[src/rtl/fp_norm_pipe.sv]
`timescale 1ns/1ps
// fp_norm_pipe: two-stage pipelined fraction normaliser with subnormal clamping.
// S1 registers the beat and its leading-zero count.
// S2 applies the shift, adjusts the exponent and holds the results.
// Valid/ready handshake with full backpressure.
module fp_norm_pipe #(
    parameter int WIDTH        = 13,
    parameter int EXP_W        = 5,
    parameter int TAG_W        = 4,
    parameter int DENORM_CLAMP = 1,
    localparam int SHIFT_W     = $clog2(WIDTH + 1)
) (
    input  logic               clk,
    input  logic               nRST,
    input  logic               in_valid,
    output logic               in_ready,
    input  logic [WIDTH-1:0]   in_fraction,
    input  logic [EXP_W-1:0]   in_exp,
    input  logic [TAG_W-1:0]   in_tag,
    output logic               out_valid,
    input  logic               out_ready,
    output logic [WIDTH-1:0]   out_fraction,
    output logic [SHIFT_W-1:0] out_shift,
    output logic [EXP_W-1:0]   out_exp,
    output logic               out_zero,
    output logic               out_denorm,
    output logic [TAG_W-1:0]   out_tag
);

    localparam int CMP_W = (SHIFT_W > EXP_W) ? SHIFT_W : EXP_W;

    logic               r_s1_valid;
    logic [WIDTH-1:0]   r_s1_frac;
    logic [EXP_W-1:0]   r_s1_exp;
    logic [TAG_W-1:0]   r_s1_tag;
    logic [SHIFT_W-1:0] r_s1_lzc;

    logic               r_out_valid;
    logic [WIDTH-1:0]   r_out_fraction;
    logic [SHIFT_W-1:0] r_out_shift;
    logic [EXP_W-1:0]   r_out_exp;
    logic               r_out_zero;
    logic               r_out_denorm;
    logic [TAG_W-1:0]   r_out_tag;

    logic               w_s2_adv;
    logic               w_s1_adv;
    logic [SHIFT_W-1:0] w_lzc;
    logic               w_found;
    logic               w_zero;
    logic [SHIFT_W-1:0] w_shift;
    logic [EXP_W-1:0]   w_exp;
    logic               w_denorm;

    assign w_s2_adv = !r_out_valid || out_ready;
    assign w_s1_adv = !r_s1_valid || w_s2_adv;
    assign in_ready = w_s1_adv;

    assign out_valid    = r_out_valid;
    assign out_fraction = r_out_fraction;
    assign out_shift    = r_out_shift;
    assign out_exp      = r_out_exp;
    assign out_zero     = r_out_zero;
    assign out_denorm   = r_out_denorm;
    assign out_tag      = r_out_tag;

    // Leading-zero count of the incoming fraction; WIDTH when it is all zeros.
    always_comb begin
        w_lzc   = SHIFT_W'(WIDTH);
        w_found = 1'b0;
        for (int unsigned i = 0; i < WIDTH; i++) begin
            if (!w_found && in_fraction[WIDTH-1-i]) begin
                w_lzc   = SHIFT_W'(i);
                w_found = 1'b1;
            end
        end
    end

    // Choose the applied shift and resulting exponent, clamping into the subnormal range.
    always_comb begin
        w_zero   = (r_s1_frac == '0);
        w_shift  = r_s1_lzc;
        w_exp    = r_s1_exp - EXP_W'(r_s1_lzc);
        w_denorm = 1'b0;
        if (w_zero) begin
            w_shift = '0;
            w_exp   = '0;
        end else if (DENORM_CLAMP != 0) begin
            if (r_s1_exp == '0) begin
                w_shift  = '0;
                w_exp    = '0;
                w_denorm = 1'b1;
            end else if (CMP_W'(r_s1_lzc) >= CMP_W'(r_s1_exp)) begin
                // lzc >= exp here, so exp-1 always fits in SHIFT_W
                w_shift  = SHIFT_W'(r_s1_exp - EXP_W'(1));
                w_exp    = '0;
                w_denorm = 1'b1;
            end
        end
    end

    // Stage 1: capture the accepted beat and its leading-zero count.
    always_ff @(posedge clk or negedge nRST) begin
        if (!nRST) begin
            r_s1_valid <= 1'b0;
            r_s1_frac  <= '0;
            r_s1_exp   <= '0;
            r_s1_tag   <= '0;
            r_s1_lzc   <= '0;
        end else if (w_s1_adv) begin
            r_s1_valid <= in_valid;
            if (in_valid) begin
                r_s1_frac <= in_fraction;
                r_s1_exp  <= in_exp;
                r_s1_tag  <= in_tag;
                r_s1_lzc  <= w_lzc;
            end
        end
    end

    // Stage 2: register the normalised result; holds while downstream stalls.
    always_ff @(posedge clk or negedge nRST) begin
        if (!nRST) begin
            r_out_valid    <= 1'b0;
            r_out_fraction <= '0;
            r_out_shift    <= '0;
            r_out_exp      <= '0;
            r_out_zero     <= 1'b0;
            r_out_denorm   <= 1'b0;
            r_out_tag      <= '0;
        end else if (w_s2_adv) begin
            r_out_valid <= r_s1_valid;
            if (r_s1_valid) begin
                r_out_fraction <= r_s1_frac << w_shift;
                r_out_shift    <= w_shift;
                r_out_exp      <= w_exp;
                r_out_zero     <= w_zero;
                r_out_denorm   <= w_denorm;
                r_out_tag      <= r_s1_tag;
            end
        end
    end

endmodule
[config.mk]
export PLATFORM = sky130hd
export DESIGN_NAME = fp_norm_pipe
export DESIGN_NICKNAME = d
export VERILOG_FILES = /design/src/rtl/fp_norm_pipe.sv
export SDC_FILE = /design/constraint.sdc
export NUM_CORES = 1
export LEC_CHECK = 0
export ABC_CLOCK_PERIOD_IN_PS = 3100
export CAP_MARGIN = 20
export CORE_MARGIN = 5
export CORE_UTILIZATION = 30
export CTS_CLUSTER_SIZE = 14
export DETAILED_ROUTE_END_ITERATION = 8
export GPL_TIMING_DRIVEN = 0
export PLACE_DENSITY_LB_ADDON = 0.2
export SKIP_LAST_GASP = 1
export SLEW_MARGIN = 10
export SYNTH_ARGS = -nofsm -noshare
export SYNTH_HDL_FRONTEND = slang
export SYNTH_SLANG_ARGS = --single-unit
[constraint.sdc]
create_clock -name clk -period 3.1 [get_ports clk]
set_input_delay 0.31 -clock clk [delete_from_list [all_inputs] [get_ports clk]]
set_output_delay 0.31 -clock clk [all_outputs]
set_load 0.01 [all_outputs]
======== Yosys cells after proc, flatten, opt, wreduce, memory -nomap -nowiden ========
Index checks and enable logic that the tools add are counted.
W data, S select, Z words.
cells by class
  add/sub/neg operators ................... 2
  order comparisons ....................... 1
  shifts and indexed selects .............. 1
  multiplexer cells ....................... 34
  reductions and logical operators ........ 32
operators by type and width
  operator               number
  $mux W4                16
  $mux W1                15
  $mux W5                3
  $logic_not A1 Y1       14
  $logic_not A13 Y1      1
  $shl A13 B4 Y13        1
  $logic_and A1 B1 Y1    12
  $ge A4 B5 Y1           1
  $logic_not A5 Y1       1
  $sub A5 B4 Y5          1
  $reduce_and A2 Y1      2
  $sub A4 B1 Y4 const B  1
  $logic_or A1 B1 Y1     2
storage, ports and cells
  register bits ........................... 56
  bits of input ports ..................... 26
  output and inout port bits .............. 30
  word-level logic and storage cells ...... 82

======== Logic depth before layout (Yosys ltp) ========
  word-level depth ........................ 37
  mapped depth ............................ 12
  gate-level depth less buffers ........... 10

======== Least setup slack after synthesis ========
Ideal clock, no wire load.
  path kind ............................... register to register
  start ................................... register r_s1_exp[1]
  end ..................................... register r_out_fraction[8] (netlist: out_fraction[8])
  arrival time ............................ 2332 ps
  setup slack ............................. 636 ps
  stages on the path, launching flop included .. 11
  path buffers ............................ 1
  cells stage by stage .................... dfrtp_1 > ha_1 > nor2b_4 > o211ai_1 > a211oi_2 > a211oi_4 > buf_6 > mux2i_1 > mux2i_1 > a222oi_1 > nand2_1
between the ends
  cells in the longest elaborated chain, start to end .. 5
ends and longest elaborated chain
  what                                                  RTL line  text
  start: declaration                                    34        logic [EXP_W-1:0] r_s1_exp;
  start signal: assignment                              114       r_s1_exp <= in_exp;
  $sub A4 B1 Y4 / $ge A4 B5 Y1 (equally long branches)  95, 93
  $mux W4                                               93        end else if (CMP_W'(r_s1_lzc) >= CMP_W'(r_s1_exp)) begin
  $mux W4 *                                             89        if (r_s1_exp == '0) begin
  $mux W4 *                                             85        if (w_zero) begin
  $shl A13 B4 Y13 *                                     134       r_out_fraction <= r_s1_frac << w_shift;
  end signal: assignment                                134
  end: declaration                                      39        logic [WIDTH-1:0] r_out_fraction;
Mark *: on every way between the ends. The rest lies on a longest branch, timed or not.
A chain may end at the register's enable or synchronous reset.

======== Worst setup path after layout ========
  start ................................... register r_s1_lzc[1]
  end ..................................... register r_out_fraction[8] (netlist: out_fraction[8])
between the ends
  cells in the longest elaborated chain, start to end .. 5
ends and longest elaborated chain
  what                      RTL line  text
  start: declaration        36        logic [SHIFT_W-1:0] r_s1_lzc;
  start signal: assignment  116       r_s1_lzc <= w_lzc;
  $ge A4 B5 Y1              93
  $mux W4 *                 93
  $mux W4 *                 89
  $mux W4 *                 85
  $shl A13 B4 Y13 *         134
Marked as above.

==> impl_metrics.py <==
metrics = {
    "worst_setup_path": {
        "timing.rr.start": "r_s1_lzc[1]$_DFFE_PN0P_",
        "worstSetupEndpointType": "flip-flop",
        "worst_setup_path_start_kind": "flip-flop",
        "cp_data_required_time_ns": 3.29,
        "path_class": "flip-flop to flip-flop",
        "cp.arrival_ns": 2.99,
        "cp-startpoint": "r_s1_lzc[1]$_DFFE_PN0P_",
        "path_max_fanout": 10,
    },
    "placed_design": {
        "gp_congestion": 0.8559,
        "numPortBuffers": 55,
        "pre_cts_ws_ns": 0.3030,
        "dpl-instance-area_um2": 3715,
        "dpl.hpwl_um": 5585,
    },
    "timing": {
        "rsz0062_at_grt": "no",
        "period_minus_slack_ns": 2.804,
        "slew_headroom": 0.4784,
        "setup_slack_ns": 0.2958,
        "finalHoldViolCount": 0,
        "tightest_slew_ns": 0.7824,
        "fmax_mhz": 356.6,
        "period_share": 0.9046,
        "drv_slew": 0,
        "fin_worst_skew_ns": 0.007009,
        "setup_viol": 0,
        "finalSetupTns_ns": 0,
    },
    "cells_and_area": {
        "antenna_cells": 0,
        "drive_above_1_share": 0.1404,
        "utilization": 0.3938,
        "area_growth_pct": 28.76,
        "fillers": 1022,
        "finalInstanceArea_um2": 3831,
        "nets": 374,
    },
    "routing": {
        "wl_um": 6954,
        "routedWlPerCell_um": 14.64,
        "avgViaCountPerCell": 4.709,
        "drcViolationCount": 0,
        "drt_iter0_markers": 77,
        "vias": 2237,
        "firstDrtPassIters": 4,
        "ant_nets": 0,
    },
    "pwr": {
        "finalPower_mw": 2.580,
        "power.density_nw_per_um2": 673.5,
        "p_leak_nw": 1.633,
        "vdd_ir_drop_max_v": 0.0002501,
    },
    "global_routing": {
        "antenna_found_initial": 0,
        "met2_usage": 0.1888,
        "top_usage_layer": "met2",
        "grt_max_degree": 34,
        "grt.met1_usage": 0.1778,
        "grt_pass1_wl_um": 11700,
        "grt_pass1_vias": 2280,
        "grt_usage": 0.1224,
        "use_met3": 0.02231,
        "grt.overflow.total": 0,
    },
    "logic_synthesis": {
        "synthArstFlopShare": 1.000,
        "synth_edf_count": 0,
        "synthCells": 278,
        "syn_nets": 311,
        "netlist_area_um2": 2975,
        "synth-main-ff-cell": "dfrtp_1",
        "yosys_warnings": 0,
        "syn-mean-instance-area_um2": 10.70,
        "yosys_register_bits": 56,
        "ys_seq_area_frac": 0.4710,
        "yosysUniqueCellTypes": 51,
    },
    "clocking": {
        "cts_buffers": 5,
        "root_buffer": "clkbuf_8",
        "cts_resized": 0,
        "clock_latency_ns": 0.31,
        "postCtsSetupBuffers": 0,
        "cts_hold_buf": 0,
        "cts_tree": "yes",
        "clock_path_buffers": 2,
        "clkSlewWorstSetupHoldPaths_ns": 0.10,
        "clock-sinks": 56,
        "htree_levels": 2,
    },
    "floorplanning": {
        "die_h_um": 109.6,
        "std_cell_rows": 36,
        "coreArea_um2": 9729,
        "dieArea_um2": 12010,
        "die_w_um": 109.6,
        "initial_core_util": 0.3058,
        "io_pins": 56,
    },
    "run": {
        "maxCapViolCount": 0,
    },
    "outcome": {
        "status": "complete, no violations",
    },
    "worst_hold_path": {
        "min_path_type": "input pin to asynchronous set/reset pin",
    },
}
-- sequential cells by signal, indices dropped and copies added (netlist names) --
signal        count
r_s1_valid        1
r_s1_lzc          4
out_denorm        1
out_tag           4
r_s1_exp          5
out_valid         1
out_shift         4
out_zero          1
r_s1_tag          4
out_exp           5
out_fraction     13
r_s1_frac        13
-- report_power, final --
| part | internal [mW] | total (mW) | leakage (nW) | switching [mW] |
|---|---|---|---|---|
| combinational | 0.556 | 1.06 | 0.890 | 0.502 |
| clock | 0.244 | 0.491 | 0.0583 | 0.247 |
| sequential | 0.906 | 1.03 | 0.684 | 0.124 |
| total | 1.71 | 2.58 | 1.63 | 0.874 |
-- worst max-delay path, stage by stage, from the launching register on --
cell and delay (ns):
dfrtp_1 0.40, inv_1 0.14, ha_1 0.27, nor2b_4 0.14
o211ai_1 0.24, a211oi_2 0.14, a211oi_4 0.37, buf_6 0.22
mux2i_1 0.28, mux2i_1 0.15, a222oi_1 0.25, nand2_1 0.08
-- worst paths after layout --
path	endpoint	slack [ns]	cells after the start
worst max-delay path	out_fraction[8]$_DFFE_PN0P_	0.30	11
worst min-delay path	out_fraction[10]$_DFFE_PN0P_	0.07	1
worst max register to register	out_fraction[8]$_DFFE_PN0P_	0.30	11
worst min register to register	out_tag[0]$_DFFE_PN0P_	0.47	2
max in group asynchronous	r_s1_frac[3]$_DFFE_PN0P_	2.45	2
min in group clk	out_tag[0]$_DFFE_PN0P_	0.47	2
-- cell type report --
class | instances | area [um2] | area share
Inverter | 8 | 30.03 | 0.007838
Sequential cell | 56 | 1401 | 0.3658
Timing Repair Buffer | 56 | 573.1 | 0.1496
Multi-Input combinational cell | 203 | 1478 | 0.3857
Buffer | 11 | 66.31 | 0.01731
Clock buffer | 5 | 68.82 | 0.01796
Tap cell | 133 | 166.4 | 0.04344
Clock inverter | 3 | 47.55 | 0.01241
-- routing by layer --
metal | part of all wire | wire (um)
met1 | 0.49 | 3412
met3 | 0.050 | 350
met4 | 0.011 | 76
met5 | 0 | 0
met2 | 0.45 | 3114
-- layout by cell type, fill, tap and decap left out, types with 3 or more instances in the layout --
cell type        Yosys  routed
dfrtp_1             56      56
o211ai_1             5       5
mux2i_1             27      27
o21ai_0             12      12
clkbuf_1             5       5
xnor2_1              3       3
nand2_1             46      46
a21oi_1              7       7
mux2_2              21      21
nor4_1               4       4
a22oi_1              6       6
clkdlybuf4s50_1      0      54
ha_1                 6       6
inv_1                8       8
nand2b_1             6       6
clkbuf_8             0       5
a22o_1               5       5
nor3_1               5       5
buf_6                3       3
buf_2                2       3
nor2_1              12      12
-- Yosys cell counts, drive strengths merged (5+ instances only) --
library cell | count | area share
ha | 6 | 0.025
dfrtp | 56 | 0.47
nor2 | 14 | 0.019
buf | 6 | 0.016
mux2 | 21 | 0.079
mux2i | 27 | 0.091
nand2b | 6 | 0.013
inv | 8 | 0.010
a22oi | 6 | 0.015
o211ai | 5 | 0.013
clkbuf | 5 | 0.0063
a22o | 5 | 0.015
o21ai | 16 | 0.032
nand2 | 46 | 0.058
a21oi | 8 | 0.017
nor3 | 5 | 0.0084
-- cell families (layout without fill, tap and decap cells) --
group                    after synthesis  count (layout)  synth area share
AND/OR/NAND/NOR                       90              90            0.1451
flip-flops                            56              56            0.4710
AO/OA/AOI/OAI                         53              53            0.1346
multiplexers                          48              48            0.1703
buffers and inverters                 19              83           0.03238
adder cells (fa/ha/maj)                7               7           0.03196
XOR/XNOR                               5               5           0.01472
-- stage by stage --
step                      hold slack (ns)  std cells
after floorplan                   0.01441        278
after global placement             0.4440        466
after detailed placement           0.4300        467
after CTS                         0.09077        475
after global routing               0.1272        475
final                             0.07479        475
No activity file was read; power rests on OpenSTA's default activity.
